File: src/rtl/regfile_pkg.sv
// Shared types and default parameters for the multi-port register file.
// Optional same-cycle write-to-read forwarding is enabled with REGFILE_MP_BYPASS_EN.
package regfile_pkg;

    localparam int DW_DEF    = 32;
    localparam int NREGS_DEF = 32;
    localparam int NRD_DEF   = 2;

    typedef enum logic {
        CLEAR = 1'b0,
        READY = 1'b1
    } clr_state_e;

endpackage

File: src/rtl/regfile_clr_fsm.sv
// Clear-sweep controller: zeroes registers 1..NREGS-1 after reset or on request.
module regfile_clr_fsm
    import regfile_pkg::*;
#(
    parameter int NREGS = NREGS_DEF,
    localparam int AW   = $clog2(NREGS)
) (
    input  logic          clk,
    input  logic          rst,
    input  logic          clr_req,
    output logic          busy,
    output logic          clr_we,
    output logic [AW-1:0] clr_addr
);

    localparam logic [AW-1:0] LAST_IDX  = AW'(NREGS - 1);
    localparam logic [AW-1:0] FIRST_IDX = AW'(1);

    clr_state_e    state_q, state_d;
    logic [AW-1:0] idx_q, idx_d;

    // NOTE: sequential state uses non-blocking assignments only; comb blocks use blocking.
    always_ff @(posedge clk or posedge rst) begin
        if (rst) begin
            state_q <= CLEAR;
            idx_q   <= FIRST_IDX;
        end else begin
            state_q <= state_d;
            idx_q   <= idx_d;
        end
    end

    // NOTE: defaults first so every path assigns every output and no latch is inferred.
    always_comb begin
        state_d = state_q;
        idx_d   = idx_q;
        unique case (state_q)
            CLEAR: begin
                if (idx_q == LAST_IDX) state_d = READY;
                else                   idx_d   = idx_q + AW'(1);
            end
            READY: begin
                if (clr_req) begin
                    state_d = CLEAR;
                    idx_d   = FIRST_IDX;
                end
            end
            default: begin
                state_d = CLEAR;
                idx_d   = FIRST_IDX;
            end
        endcase
    end

    always_comb begin
        busy     = (state_q == CLEAR);
        clr_we   = busy;
        clr_addr = idx_q;
    end

endmodule

File: src/rtl/regfile_mp.sv
// Register file with NRD combinational read ports, two write ports (B wins) and a
// hardwired-zero register 0. Define REGFILE_MP_BYPASS_EN for same-cycle forwarding.
module regfile_mp
    import regfile_pkg::*;
#(
    parameter int DW    = DW_DEF,
    parameter int NREGS = NREGS_DEF,
    parameter int NRD   = NRD_DEF,
    localparam int AW   = $clog2(NREGS)
) (
    input  logic              clk,
    input  logic              rst,
    input  logic              clr_req,
    output logic              busy,
    input  logic [NRD*AW-1:0] rd_addr,
    output logic [NRD*DW-1:0] rd_data,
    input  logic              we_a,
    input  logic              we_b,
    input  logic [AW-1:0]     wa_addr,
    input  logic [AW-1:0]     wb_addr,
    input  logic [DW-1:0]     wa_data,
    input  logic [DW-1:0]     wb_data
);

    logic          clr_we;
    logic [AW-1:0] clr_addr;
    logic          wa_commit, wb_commit;
    logic [DW-1:0] mem_q [NREGS];

    regfile_clr_fsm #(.NREGS(NREGS)) u_clr_fsm (
        .clk      (clk),
        .rst      (rst),
        .clr_req  (clr_req),
        .busy     (busy),
        .clr_we   (clr_we),
        .clr_addr (clr_addr)
    );

    // A is dropped when B targets the same register in the same cycle.
    assign wb_commit = we_b && (wb_addr != '0) && !busy;
    assign wa_commit = we_a && (wa_addr != '0) && !busy && !(we_b && (wb_addr == wa_addr));

    // NOTE: the array has no reset; the clear sweep is its only initialisation.
    always_ff @(posedge clk) begin
        if (clr_we) begin
            mem_q[clr_addr] <= '0;
        end else begin
            if (wa_commit) mem_q[wa_addr] <= wa_data;
            if (wb_commit) mem_q[wb_addr] <= wb_data;
        end
    end

    for (genvar i = 0; i < NRD; i++) begin : g_rd
        logic [AW-1:0] ra;
        logic [DW-1:0] rd;

        assign ra = rd_addr[i*AW +: AW];

        always_comb begin
            rd = mem_q[ra];
`ifdef REGFILE_MP_BYPASS_EN
            if (we_a && (wa_addr == ra)) rd = wa_data;
            if (we_b && (wb_addr == ra)) rd = wb_data;
`endif
            // Register 0 and the whole file read as zero while a sweep runs.
            if (busy || (ra == '0)) rd = '0;
        end

        assign rd_data[i*DW +: DW] = rd;
    end

endmodule

File: config.mk
export PLATFORM = sky130hd
export DESIGN_NAME = regfile_mp
export DESIGN_NICKNAME = d
export VERILOG_FILES = /design/src/rtl/regfile_pkg.sv /design/src/rtl/regfile_clr_fsm.sv /design/src/rtl/regfile_mp.sv
export SDC_FILE = /design/constraint.sdc
export NUM_CORES = 2
export LEC_CHECK = 0
export CORE_ASPECT_RATIO = 1.25
export CORE_MARGIN = 2
export CORE_UTILIZATION = 46
export CTS_CLUSTER_SIZE = 24
export DETAILED_ROUTE_END_ITERATION = 6
export GPL_TIMING_DRIVEN = 0
export MAX_ROUTING_LAYER = met4
export PLACE_DENSITY = 0.62
export SYNTH_ARGS = -nofsm -noshare
export SYNTH_HDL_FRONTEND = slang
export SYNTH_SLANG_ARGS = --single-unit
File: constraint.sdc
create_clock -name clk -period 3.9 [get_ports clk]
set_input_delay 0.975 -clock clk [delete_from_list [all_inputs] [get_ports clk]]
set_output_delay 0.975 -clock clk [all_outputs]
set_load 0.01 [all_outputs]
---- Word-level counts from Yosys, hierarchy flattened ----
Memories as Yosys holds them, arrays and structs flattened.
Cells that the tools add are included.
Widths: inputs -> output; s select.
storage, ports and cells
  bits in registers ....................... 6
  memory bits (writable) .................. 1024
  input bits .............................. 89
  word-level logic and storage cells ...... 42
  memories ................................ 1
memory list
  name   depth  bits a word  rd ports  clocked after Yosys merged registers in  wr ports  RTL line          source
  mem_q  32     32           2         0                                        2         regfile_mp.sv:28  logic [DW-1:0] mem_q [NREGS];
operators by class
  $add $sub $neg .......................... 1
  equality and inequality tests ........... 4
  muxes and demuxes ....................... 18
  bitwise operators ....................... 1
  reduce and logical (&&, ||, !) cells .... 15
operator list
  kind                 number
  $mux 32              3
  $reduce_or 32->1     1
  $mux 5               3
  $logic_not 5->1      2
  $mux 1               10
  $pmux 5 s2           1
  $reduce_bool 5->1    2
  $logic_and 1x1->1    6
  $add 5x1->5 const B  1
  $eq 5x5->1           1
  $eq 5x5->1 const B   1
  $ne 2x2->1 const B   2
  $logic_or 1x1->1     2
  $pmux 1 s2           1
  $reduce_and 2->1     1
  $logic_not 1->1      1
  $not 1->1            1

---- Logic depth before layout (Yosys ltp) ----
  word-level depth ........................ 9
  mapped depth ............................ 8
  gate-level depth less buffers ........... 7

---- Hierarchy ----
From an unflattened synthesis, not the netlist that was laid out.
second synthesis, totals
  cell total of the unflattened synthesis .. 5081
  area, all modules ....................... 59902.5 sq um
modules (own cells, without submodules)
  module           times used  cells each  area an instance (sq um)
  regfile_mp       1           5048        59560.9
  regfile_clr_fsm  1           33          341.6

---- Worst setup path after synthesis ----
OpenSTA, ideal clock, no wires.
  kind .................................... input -> register
  start ................................... input port wa_addr[3]
  end ..................................... memory mem_q[2][0] (netlist bit), enable pin
  data arrival time ....................... 4.103 ns
  required time ........................... 3.467 ns
  slack ................................... -0.635 ns
  stages on the path ...................... 8
  cells stage by stage .................... buf_2 > or3_4 > o311ai_2 > a31oi_2 > buf_6 > buf_6 > mux2_4 > o22ai_1
RTL lines
  item         RTL line          source
  from (decl)  regfile_mp.sv:19  input logic [AW-1:0] wa_addr,
  to (decl)    regfile_mp.sv:28

---- Final worst setup path ----
  start ................................... input port rd_addr[5]
  end ..................................... output port rd_data[60]
between the ends
  cells in the longest elaborated chain, start to end .. 3
  elaborated cells between the ends (all ways) .. 4
  those cells by class .................... mux: 1; reduce/logical: 2; memory: 1
ends and longest elaborated chain
  item                                                   RTL line          source
  from (decl)                                            regfile_mp.sv:15  input logic [NRD*AW-1:0] rd_addr,
  branches (longest 2 deep; another with $mem_v2 32x32)  -
  $mux 32 *                                              regfile_mp.sv:66  if (busy || (ra == '0)) rd = '0;
  to (decl)                                              regfile_mp.sv:16  output logic [NRD*DW-1:0] rd_data,
Mark *: on every way between the ends.

==> metrics <==
uppermost metal layer occupied by signal nets=met4; Finish-stage setup viols=55; Port Buffer Count=roughly 140; post-route clock period utilization=1.04; element type at the critical path end=primary output; clock insertion delay at the later pin of the skew report=0.73 ns; total of flip-flops plus latches after synthesis=a little over 1000; clock-pin slew reported for the worst setup and hold paths after clock tree synthesis=about 0.060 ns; number of global-route vias before repair=~45000; routed metal-1 wire length=about 78000 um; metal3 WL=between 20000 and 30000 um; violated checks=setup timing; starting density of the core=0.463; clock tree from TritonCTS=done; layout cell share with drive strength beyond 1=0.280; final hold violation count=0; YS warnings=0; Register Area=30900 um2; largest family of logic cells by synthesized area=multiplexers; area share of xor/xnor cells in the synthesized design=0.000898; final worst setup slack=-0.152 ns; end-of-flow core utilization=0.576; Worst Max-Slew Pin Slew=1.32 ns; Crit path required time=roughly 2.9 ns; largest fanout on the critical path=6; part of the total power dissipated in sequential elements=0.444; share of flip-flops with an asynchronous set or reset=0.00583; slowest cell on the critical path=mux4_2; startpoint type of the worst setup path=input port; gate count of the mapped netlist=4776; Pins Over Slew Limit=0; reported net switching power=between 9 and 10 mW; Final Non-Filler Cells=slightly above 7000; EDFF count, synth=1024; cell types with the largest area share after synthesis=edfxtp_1 (53%), mux4_2 (20%), o21ai_0 (8.5%); IO Pins=about 150; initial antenna violation count=7; clk sink count=1030; fraction of power consumed by combinational cells=0.239; Post-DRT Antenna Nets=0; time the final worst path needs with I/O delays and setup=about 4 ns; timing startpoint of the critical path=rd_addr[5]; compound-gate portion of the synthesized area=0.105; routed length on met2=106000 um; overall die width=about 320 um; total negative setup slack=-3.18 ns; Top FF cell, synth=edfxtp_1; cells traversed along the worst timing path=clkbuf_16 -> buf_12 -> buf_16 -> buf_12 -> clkbuf_16 -> buf_6 -> mux4_2 -> mux2i_2 -> o22ai_2 -> or2_4 -> buf_6; number of buffers on the longest clock path=3; Layout Area Growth over Synthesis=24.4%; Synth top area share=0.526; result of the run=finished with violations; maximum single-stage delay on the critical path=0.50 ns; fraction of power consumed by the clock network=0.318; Power per Cell Area=~440 nW/um2; Filler Cells Inserted=10000; iteration-0 DRC count of the detailed router=slightly above 7000; final net count=roughly 5400; GRT overflow=0; area of the mapped netlist=a little under 60000 um2; Avg Cell Area, Syn=12.2 um2; hold buffer count at CTS=0; average wire per standard cell=32.3 um; Die Footprint=roughly 130000 um2; area taken by multi-input logic gates=between 20000 and 30000 um2; maximum capacitance violations=0; cell count after placement=6656; Via density=about 6.6; largest net degree at the start of global routing=25; placer congestion estimate=1.04; Seq/Total Area, Yosys=0.528; first-pass GRT wire length=316000 um; Die Span Y=between 400 and 500 um; number of buffers created by CTS=approximately 100; Synth Net Count=between 4000 and 5000; Arr. time, crit path=between 3 and 4 ns; type of the worst setup path=input port to primary output; number of rows created at floorplan=around 150; placed wire-length estimate=approximately 170000 um; DRC errors left=0; global-route usage over all layers=0.354; Worst Clk Skew=between 0.015 and 0.02 ns; library cells used by synthesis=45; Internal=~22 mW; post-synthesis simple-gate area fraction=0.0806; largest voltage drop on the vdd net=about 0.38 mV; core outline area=roughly 130000 um2; Pre-Repair DR Iteration Count=7; fraction of power spent switching nets=0.296; count of H-tree levels built during CTS=3; biggest area consumer among synthesized cells=edfxtp_1; setup slack after placement=-1.89 ns; RSZ-0062 raised after global routing=true; highest attainable clock frequency=around 250 MHz; Reg2Reg Launch Point=u_clr_fsm.state_q; leakage power figure=roughly 24 nW; worst max-slew margin expressed relative to the limit=0.119; WL final=228000 um; Clock Root Buffer=clkbuf_16; Synth Area in Adders=0.000428; vias post-DR=approximately 46000; multiplexer fraction of the synthesized cell area=0.243; Hold WC Path Type=input port to asynchronous set/reset pin
cells by family (layout without fill, tap and decap cells):
| family | after synthesis | in the layout |
|---|---|---|
| AND/OR/NAND/NOR | 1173 | 1173 |
| AO/OA/AOI/OAI | 1166 | 1166 |
| XOR/XNOR | 6 | 6 |
| flip-flops | 1030 | 1030 |
| adder cells (fa/ha/maj) | 2 | 2 |
| multiplexers | 777 | 777 |
| buffers and inverters | 622 | 1187 |
| other | 0 | 5 |
through the flow:
step	hold WS, ns	area [um2]	power (mW)
detailed placement	0.537	63300	20.3
floorplan	0.503	58600	17.6
global placement	0.531	62200	19.7
CTS	0.456	71300	31.1
global route	0.528	72800	32.3
finish	0.465	72800	31.7
cells in the final DEF (no fill, tap or decap), types with 7 or more instances in the layout:
cell type and instances:
nand2_1 1031, edfxtp_1 1024, o21ai_0 989, mux4_2 512
clkbuf_1 381, mux2i_1 181, clkbuf_16 129, buf_6 105
buf_4 101, buf_12 94, o22ai_2 84, clkdlybuf4s50_1 73
or2_4 64, clkbuf_2 42, buf_16 42, mux2i_4 42
mux2i_2 40, buf_2 38, inv_1 37, o22ai_1 34
o22ai_4 31, buf_8 26, clkbuf_8 26, clkbuf_4 23
clkinv_1 21, o21bai_4 12, clkinv_2 12, nor2_1 11
nor2_2 9, bufinv_16 9, nor2_4 7, nor3_1 7
nor3_2 7
layout make-up:
class,count,area share
clock buffers,125,0.0366
clock inverters,59,0.00801
multi-input cells,3124,0.374
inverters,38,0.00201
repair buffers,393,0.0716
plain buffers,572,0.0538
flip-flops and latches,1030,0.425
well taps,1702,0.0293
diodes,5,0.000172
worst max-delay path: cells and delay by family:
kind | cells | cell delay (ns)
mux | 2 | 0.69
buf+inv | 7 | 0.97
compound gates | 1 | 0.12
simple gates | 1 | 0.29
Yosys cell counts, types with 4 or more instances:
cell type	n
nand2_1	1031
edfxtp_1	1024
o21ai_0	989
mux4_2	512
clkbuf_1	464
mux2i_1	263
o22ai_1	147
buf_2	80
or2_2	67
inv_1	38
buf_1	37
nor2_1	24
nor3_1	14
o21bai_1	12
nor3b_1	6
o21ai_1	6
dfrtp_1	5
nand3_1	5
nand3b_1	5
xor2_1	5
nand2b_1	4
final timing paths:
check	endpoint	cells past startpoint	slack, ns
max	rd_data[60]	11	-0.15
max in group asynchronous	u_clr_fsm.clr_addr[0]	2	3.18
max reg2reg	mem_q[6][13]	9	0.23
min	u_clr_fsm.clr_addr[3]	2	0.46
min reg2reg	u_clr_fsm.clr_addr[0]	2	0.55
min in group clk	u_clr_fsm.clr_addr[0]	2	0.55
layer usage:
| layer | global-route usage | vias up |
|---|---|---|
| met5 | - | - |
| met4 | 0.207 | 0 |
| met3 | 0.0780 | 662 |
| met2 | 0.543 | 3113 |
| met1 | 0.433 | 23400 |
| li1 | - | 19100 |
what timing repair did:
action / CTS / global route
setup buffers: 140 / 67
cloned: 13 / 9
setup endpoints to repair: 1243 / 725
gates resized for setup: 1140 / 244
pin swaps: 130 / 113
power by group through the flow:
stage | clock, mW | sequential (mW) | combinational (mW)
floorplan | 0 | 14.1 | 3.46
global placement | 0 | 14.3 | 5.46
detailed placement | 0 | 14.3 | 6.05
CTS | 9.98 | 14.0 | 7.05
global route | 10.4 | 14.2 | 7.77
finish | 10.1 | 14.1 | 7.58
flip-flops by register name, indices dropped and copies added (netlist names):
name,flops
mem_q,1024
u_clr_fsm.clr_addr,5
u_clr_fsm.state_q,1
No activity file was read; power rests on OpenSTA's default activity.
